**config.mk**
```make
export PLATFORM = sky130hd
export DESIGN_NAME = matrix_fill_stream
export DESIGN_NICKNAME = d
export VERILOG_FILES = /design/src/rtl/matrix_fill_stream.sv
export SDC_FILE = /design/constraint.sdc
export NUM_CORES = 1
export LEC_CHECK = 0
export CAP_MARGIN = 20
export CORE_UTILIZATION = 50
export CTS_BUF_LIST = sky130_fd_sc_hd__clkbuf_4
export CTS_CLUSTER_DIAMETER = 150
export DETAILED_ROUTE_END_ITERATION = 16
export PLACE_DENSITY_LB_ADDON = 0.05
export SETUP_SLACK_MARGIN = 0.02
export SLEW_MARGIN = 30
export SYNTH_ARGS = -nofsm -noshare
export SYNTH_HDL_FRONTEND = slang
export SYNTH_SLANG_ARGS = --single-unit
```
**constraint.sdc**
```tcl
create_clock -name clk -period 3.65 [get_ports clk]
set_clock_uncertainty 0.2 [all_clocks]
set_input_delay 0.73 -clock clk [delete_from_list [all_inputs] [get_ports clk]]
set_output_delay 0.73 -clock clk [all_outputs]
set_load 0.01 [all_outputs]
```
**src/rtl/matrix_fill_stream.sv**
```systemverilog
`default_nettype none
// =============================================================================
// matrix_fill_stream : streams packed beats into a ROWS x COLS tile, optional transpose
// Revision: 1.0
// =============================================================================
module matrix_fill_stream #(
  parameter int DATA_W     = 4,
  parameter int ROWS       = 2,
  parameter int COLS       = 4,
  parameter int BEAT_ELEMS = 8
) (
  input  logic                              clk,
  input  logic                              rst_n,
  input  logic                              clear_i,
  input  logic                              in_valid_i,
  output logic                              in_ready_o,
  input  logic [BEAT_ELEMS*DATA_W-1:0]      in_data_i,
  input  logic                              in_transpose_i,
  output logic                              out_valid_o,
  input  logic                              out_ready_i,
  output logic [ROWS*COLS*DATA_W-1:0]       out_data_o,
  output logic                              out_transposed_o,
  output logic [15:0]                       tiles_done_o
);

  localparam int c_N      = ROWS * COLS;
  localparam int c_BEATS  = c_N / BEAT_ELEMS;
  localparam int c_CNT_W  = (c_BEATS > 1) ? $clog2(c_BEATS) : 1;
  localparam int c_BEAT_W = BEAT_ELEMS * DATA_W;
  localparam int c_TILE_W = c_N * DATA_W;
  localparam logic [c_CNT_W-1:0] c_LAST_BEAT = c_CNT_W'(c_BEATS - 1);

  localparam logic [0:0] c_ST_FILL = 1'b0;
  localparam logic [0:0] c_ST_FULL = 1'b1;

  logic [0:0]          state_q, state_d;
  logic [c_CNT_W-1:0]  beat_cnt_q, beat_cnt_d;
  logic                in_ready_q, in_ready_d;
  logic                out_valid_q, out_valid_d;
  logic                mode_q, mode_d;
  logic [15:0]         tiles_q, tiles_d;
  logic [c_TILE_W-1:0] storage_q;
  logic [c_TILE_W-1:0] w_trans;
  logic                w_in_fire;
  logic                w_out_fire;
  logic                w_last_beat;

  // clear wins over both handshakes in the same cycle
  assign w_in_fire   = in_valid_i & in_ready_q & ~clear_i;
  assign w_out_fire  = out_valid_q & out_ready_i & ~clear_i;
  assign w_last_beat = (beat_cnt_q == c_LAST_BEAT);

  always_ff @(posedge clk or negedge rst_n) begin
    if (!rst_n) begin
      state_q     <= c_ST_FILL;
      beat_cnt_q  <= '0;
      in_ready_q  <= 1'b0;
      out_valid_q <= 1'b0;
    end else begin
      state_q     <= state_d;
      beat_cnt_q  <= beat_cnt_d;
      in_ready_q  <= in_ready_d;
      out_valid_q <= out_valid_d;
    end
  end

  always_comb begin
    state_d    = state_q;
    beat_cnt_d = beat_cnt_q;
    if (clear_i) begin
      state_d    = c_ST_FILL;
      beat_cnt_d = '0;
    end else begin
      case (state_q)
        c_ST_FILL: begin
          if (w_in_fire) begin
            if (w_last_beat) begin
              beat_cnt_d = '0;
              state_d    = c_ST_FULL;
            end else begin
              beat_cnt_d = beat_cnt_q + c_CNT_W'(1);
            end
          end
        end
        c_ST_FULL: begin
          if (w_out_fire) state_d = c_ST_FILL;
        end
        default: state_d = c_ST_FILL;
      endcase
    end
  end

  // Handshake outputs are registered from the next state to avoid comb paths
  always_comb begin
    in_ready_d  = (state_d == c_ST_FILL);
    out_valid_d = (state_d == c_ST_FULL);
  end

  always_comb begin
    mode_d  = (w_in_fire && (beat_cnt_q == '0)) ? in_transpose_i : mode_q;
    tiles_d = tiles_q + {15'd0, w_out_fire};
  end

  always_ff @(posedge clk or negedge rst_n) begin
    if (!rst_n) begin
      mode_q    <= 1'b0;
      tiles_q   <= '0;
      storage_q <= '0;
    end else begin
      mode_q  <= mode_d;
      tiles_q <= tiles_d;
      for (int b = 0; b < c_BEATS; b++) begin
        if (w_in_fire && (beat_cnt_q == c_CNT_W'(b)))
          storage_q[b*c_BEAT_W +: c_BEAT_W] <= in_data_i;
      end
    end
  end

  // Transposed view: output (r',c') of the COLS x ROWS tile is native (c',r')
  for (genvar r = 0; r < COLS; r++) begin : g_trow
    for (genvar c = 0; c < ROWS; c++) begin : g_tcol
      assign w_trans[(r*ROWS+c)*DATA_W +: DATA_W] = storage_q[(c*COLS+r)*DATA_W +: DATA_W];
    end
  end

  assign in_ready_o       = in_ready_q;
  assign out_valid_o      = out_valid_q;
  assign out_data_o       = mode_q ? w_trans : storage_q;
  assign out_transposed_o = mode_q;
  assign tiles_done_o     = tiles_q;

endmodule
`default_nettype wire
```
==> flow_summary.yaml, run 1 <==
clock_network:
  cts_setup_buffers: 0
  cts-root-buf: "clkbuf_4"
  cts_resized: 0
  clock_sinks: 51
  cts_max_path_buffers: 2
  clock_latency_ns: 0.37
  hold_buffers: 0
  clk_pin_slew_worst_paths_ns: 0.15
  cts_tree: "yes"
  cts_buffers: 5
  htreeDepth: 2
place:
  io_buffers: 88
  placedCellCount: 311
  place_hpwl_mm: 3.31
  place_ws_ns: 0.974
  place_congestion: 0.735
floorplanning:
  die_x_um: 72.9
  fp.dieH_um: 72.9
  io_pins: 89
  coreArea_um2: 4790
  rows: 25
  start_util_pct: 52.5
  dieArea_um2: 5320
setup_path:
  worstSetupStartpointType: "flop"
  cp-end-kind: "primary output"
  cp.arrival_ns: 1.92
  critical_path_required_ns: 2.72
  path_class: "reg2out"
  cp_max_fo: 26
sta:
  slew_headroom_pct: 48.3
  min_period_ns: 2.85
  max_freq_mhz: 351
  setup_violations: 0
  slew_viol_final: 0
  worst_slew_pin_slew_ns: 0.776
  finalCritPeriodShare_pct: 78.1
  hold_viol: 0
  rsz0062_at_grt: "false"
  layout_setup_ws_ns: 0.801
  worst_hold_slack_ns: 0.217
  finalSetupTns_ns: 0
synth:
  avgSynthCellArea_um2: 14.9
  seq_area_frac_synth_pct: 50.7
  synth_cells: 169
  synth_area_leaders: "dfrtp_1 51%, mux2_4 18%, mux2_2 12%, xnor2_1 3.5%, buf_4 2.7%"
  synth.distinct_cells: 26
  yosysTopAreaCellShare_pct: 50.7
  yosysWarnings: 0
  synthesis.area_um2: 2510
  yosys.area.top_type: "dfrtp_1"
  ys_ff_latch: 51
  syn-num-nets: 210
cells_and_area:
  finalNetCount: 292
  syn2layout_area_growth_pct: 37.2
  regArea_um2: 1280
  antennaDiodeCount: 0
  multi_input_area_um2: 1120
  fillerInstances: 355
  final_cell_count_no_fill: 319
  drive_gt1_share_pct: 28.2
route:
  drc: 0
  vias_per_cell: 4.96
  initialDrtViolationCount: 63
  drtAntennaViolNets: 0
  wire_per_inst_um: 14.7
  dr.pass1.iters: 4
  drt_wl_total_mm: 4.69
  vias: 1583
global_route:
  grt_max_degree: 35
  gr-usage-all-layers_pct: 18.9
  antenna_found_initial: 0
  grt_pass1_wl_mm: 7.54
  grt_pass1_vias: 1537
  overflow: 0
power_and_ir_drop:
  peakVddDrop_uv: 304
  leakagePower_nw: 1.57
  power_density_nw_per_um2: 480
worst_hold_path:
  hp-class: "in2async"
flow_run:
  cap_violations: 0
outcome:
  outcome: "complete, no violations"
[final timing paths]
path | startpoint | end | slack, ns | depth (start not counted)
hold reg to reg | tiles_done_o[15]$_DFF_PN0_ | tiles_done_o[15]$_DFF_PN0_ | 0.29 | 1
min in group clk | tiles_done_o[15]$_DFF_PN0_ | tiles_done_o[15]$_DFF_PN0_ | 0.29 | 1
setup / recovery | out_transposed_o$_DFFE_PN0N_ | out_data_o[16] | 0.80 | 3
setup reg to reg | out_valid_o$_DFF_PN0_ | tiles_done_o[14]$_DFF_PN0_ | 1.77 | 7
hold / removal | rst_n | tiles_done_o[9]$_DFF_PN0_ | 0.22 | 1
max in group asynchronous | rst_n | storage_q[7]$_DFFE_PN0N_ | 2.30 | 2
[logic make-up (layout without fill, tap and decap cells)]
| group | after synthesis | in the layout | share of synthesized area [%] |
|---|---|---|---|
| mux | 57 | 57 | 30.0 |
| flops | 51 | 51 | 50.7 |
| simple gates | 27 | 27 | 7.81 |
| buf+inv | 16 | 99 | 4.78 |
| xor+xnor | 14 | 14 | 4.88 |
| fa+ha+maj | 3 | 3 | 1.49 |
| compound gates | 1 | 1 | 0.299 |
[power breakdown]
group	switching, mW	internal [mW]
clock	0.173	0.141
sequential	0.0844	0.654
combinational	0.198	0.406
[registers in the layout (all words and copies together), names as in the netlist]
signal,count
in_ready_o,1
tiles_done_o,16
out_valid_o,1
storage_q,32
out_transposed_o,1
[synthesized netlist by cell type]
master and instances:
dfrtp_1 51, mux2_4 30, mux2_2 27, xnor2_1 10, buf_4 9, nand3_1 4
nand4_1 4, xor2_1 4, and4_1 3, buf_2 3, buf_6 3, ha_1 3
nand2_1 3, and3_1 2, nor2_1 2, a21o_1 1, and4_4 1, and4bb_1 1
inv_1 1, nand2b_1 1, nand3_2 1, nand3b_1 1, nand3b_4 1, nand4_2 1
nand4b_1 1, nor3_1 1
[through the flow]
stage	total power, mW	area, µm²	utilization (%)
final	1.66	3450	72.1
after global routing	1.75	3450	72.1
after detailed placement	1.35	3370	70.5
after CTS	1.67	3450	72.1
after global placement	1.34	3370	70.5
after floorplan	1.06	2510	-
[critical path, cell delays in order (launching register included)]
cell and delay [ns]:
dfrtp_1 0.35, buf_4 0.32, mux2_2 0.40, clkdlybuf4s50_1 0.49
[layout make-up]
cell class	count	area share, %
tap	67	2.43
sequential	51	37.0
timing repair buffer	90	25.8
clock inverter	3	1.12
clock buffer	5	1.09
inverter	1	0.109
multi-input combinational	102	32.4
[placed cells by master (no fill, tap or decap), types with 2 or more instances in the layout]
cell type,Yosys,final
clkdlybuf4s50_1,0,87
dfrtp_1,51,51
mux2_4,30,30
mux2_2,27,27
xnor2_1,10,10
clkbuf_4,0,5
xor2_1,4,4
nand4_1,4,4
nand3_1,4,4
nand2_1,3,3
and4_1,3,3
ha_1,3,3
nor2_1,2,2
and3_1,2,2
buf_4,9,2
[routing by layer]
layer / wire (µm) / vias to the layer above / track usage [%]
li1: - / 757 / -
met5: 0 / - / 0
met1: 2240 / 756 / 28.0
met2: 2010 / 64 / 26.8
met4: 48 / 0 / 4.58
met3: 392 / 6 / 6.08
Note: power is estimated with default switching activity, not from simulation.
==> run 2, diff against run 1 <==
--- a/config.mk
+++ b/config.mk
@@ -6,7 +6,7 @@
 export NUM_CORES = 1
 export LEC_CHECK = 0
 export CAP_MARGIN = 20
-export CORE_UTILIZATION = 50
+export CORE_UTILIZATION = 42
 export CTS_BUF_LIST = sky130_fd_sc_hd__clkbuf_4
 export CTS_CLUSTER_DIAMETER = 150
 export DETAILED_ROUTE_END_ITERATION = 16
==> constraint.sdc (replaced) <==
create_clock -name clk -period 2.36 [get_ports clk]
set_clock_uncertainty 0.2 [all_clocks]
set_input_delay 0.472 -clock clk [delete_from_list [all_inputs] [get_ports clk]]
set_output_delay 0.472 -clock clk [all_outputs]
set_load 0.01 [all_outputs]
==> run 2 against run 1 <==
Flip-flop and latch count did not move. Setup slack got worse by 0.71 ns. Combinational power rose by 45%. Critical path depth did not move. Final cell count rose by 3.8%. Die area rose by 19%. Worst hold slack got worse by 0.22 ns. Clock power rose by 22%. Design area rose by 1.4%. Wire length rose by 5.6%. Critical path type unchanged. Critical endpoint is now out_data_o[15]. Largest cell class unchanged. Highest routed layer unchanged.
==> flow_summary.yaml, run 2 (synthesized netlist as in run 1, its figures left out) <==
cells_and_area:
  antennaDiodeCount: 0
  fillerInstances: 452
  drive_gt1_share_pct: 30.1
  layout.cells.most_common: "clkdlybuf4s50_1"
  mostFrequentLayoutCells: "63 x clkdlybuf4s50_1, 50 x dfrtp_1, 30 x mux2_4"
  largest-register: "storage_q"
  finalNetCount: 299
  largest_register_ffs: 32
  syn2layout_area_growth_pct: 39.1
global_route:
  antenna_found_initial: 0
  grt_pass1_wl_mm: 7.75
  overflow: 0
  grt_max_degree: 52
  grt_pass1_vias: 1620
  gr-usage-all-layers_pct: 16.0
setup_path:
  cp.arrival_ns: 1.60
  ff2ff_path_depth: 7
  timing.rr.end: "tiles_done_o[14]$_DFF_PN0_"
  cp-end-kind: "primary output"
  worstSetupStartpointType: "flop"
  ff2ff_setup_slack_ns: 0.57
  path_class: "reg2out"
  rr_startpoint: "out_valid_o$_DFF_PN0_"
  critical_path_required_ns: 1.69
  cp_max_fo: 13
floorplanning:
  rows: 27
  dieArea_um2: 6300
  fp.dieH_um: 79.4
  io_pins: 89
  die_x_um: 79.4
  start_util_pct: 44.6
  coreArea_um2: 5640
place:
  place_hpwl_mm: 3.37
  place_ws_ns: 0.0356
  place_congestion: 0.732
  io_buffers: 88
sta:
  min_period_ns: 2.27
  slew_headroom_pct: 56.6
  max_freq_mhz: 441
  layout_setup_ws_ns: 0.0905
  hold_viol: 0
  setup_violations: 0
  worst_slew_pin_slew_ns: 0.651
  slew_viol_final: 0
  worst_hold_slack_ns: 0.000747
  finalCritPeriodShare_pct: 96.2
  finalSetupTns_ns: 0
  rsz0062_at_grt: "false"
power_and_ir_drop:
  p_int_mw: 1.71
  p_seq_share_pct: 47.7
  power_density_nw_per_um2: 686
  report.power.total_mw: 2.40
  switching_share_pct: 29.0
  clockPowerShare_pct: 15.9
  p_comb_share_pct: 36.4
  peakVddDrop_uv: 415
  leakagePower_nw: 1.64
  p_sw_uw: 696
clock_network:
  cts_setup_buffers: 0
  clock_latency_ns: 0.36
  clk_pin_slew_worst_paths_ns: 0.13
  cts-root-buf: "clkbuf_4"
  cts_buffers: 5
  htreeDepth: 2
  clock_sinks: 51
  cts_max_path_buffers: 2
  cts_tree: "yes"
route:
  drtAntennaViolNets: 0
  drt_wl_total_mm: 4.95
  dr.pass1.iters: 4
  wire_per_inst_um: 15.0
  vias_per_cell: 4.89
  drc: 0
  vias: 1619
  initialDrtViolationCount: 64
outcome:
  outcome: "complete, no violations"
worst_hold_path:
  hp-class: "in2async"
flow_run:
  cap_violations: 0
## run 2: changes by cell type in the layout (fill, tap and decap cells not counted), moves of 2 or more
cell | before | now
buf_12 | 0 | 2
clkdlybuf4s50_1 | 87 | 63
dlygate4sd2_1 | 0 | 24
buf_4 | 2 | 6
## run 2: area by class of cell
class                      count  area (µm²)  share of cell area, %
multi-input combinational    102        1120                   32.0
clock buffer                   6        45.0                   1.29
sequential                    51        1280                   36.5
timing repair buffer          97         956                   27.3
clock inverter                 2        7.51                  0.215
tap                           72        90.1                   2.58
inverter                       1        3.75                  0.107
## run 2: power by group through the flow
stage	combinational, mW	clock [mW]	sequential [mW]
floorplan	0.520	0	1.13
global placement	0.948	0	1.15
detailed placement	0.952	0	1.16
CTS	0.869	0.401	1.14
global route	0.936	0.437	1.17
finish	0.875	0.382	1.14
## run 2: metal layers
layer / vias up / share of wire, % / GRT usage (%)
met3: 5 / 6.3 / 4.91
met1: 791 / 49 / 22.3
met4: 0 / 0.97 / 4.36
met5: - / 0 / 0
li1: 767 / - / -
met2: 56 / 44 / 24.2
## run 2: per-stage QoR
stage | util [%] | std cells | area [µm²]
2_1_floorplan | - | 169 | 2510
3_3_place_gp | 61.1 | 322 | 3450
3_5_place_dp | 61.1 | 322 | 3450
4_1_cts | 61.5 | 330 | 3470
5_1_grt | 62.0 | 331 | 3500
6_report | 62.0 | 331 | 3500
## run 2: how the worst max path moves through the flow
stage | depth (start not counted) | startpoint | to | slack, ns
2_1_floorplan | 7 | out_ready_i | tiles_done_o[8]$_DFF_PN0_ | 0.53
3_3_place_gp | 8 | out_ready_i | tiles_done_o[14]$_DFF_PN0_ | 0.04
3_5_place_dp | 8 | out_ready_i | tiles_done_o[8]$_DFF_PN0_ | 0.04
4_1_cts | 3 | out_transposed_o$_DFFE_PN0N_ | out_data_o[25] | 0.06
5_1_grt | 3 | out_transposed_o$_DFFE_PN0N_ | out_data_o[15] | 0.01
6_report | 3 | out_transposed_o$_DFFE_PN0N_ | out_data_o[15] | 0.09
## run 2: worst max-delay path, stage by stage, from the launching register on
cell           delay (ns)
dfrtp_2              0.44
clkbuf_16            0.19
mux2_2               0.33
dlygate4sd2_1        0.29
## run 2: repair_timing
action	CTS	global route
gates cloned	0	1
endpoints found under the setup margin	24	1
gates resized for setup	24	1
hold buffers	0	0
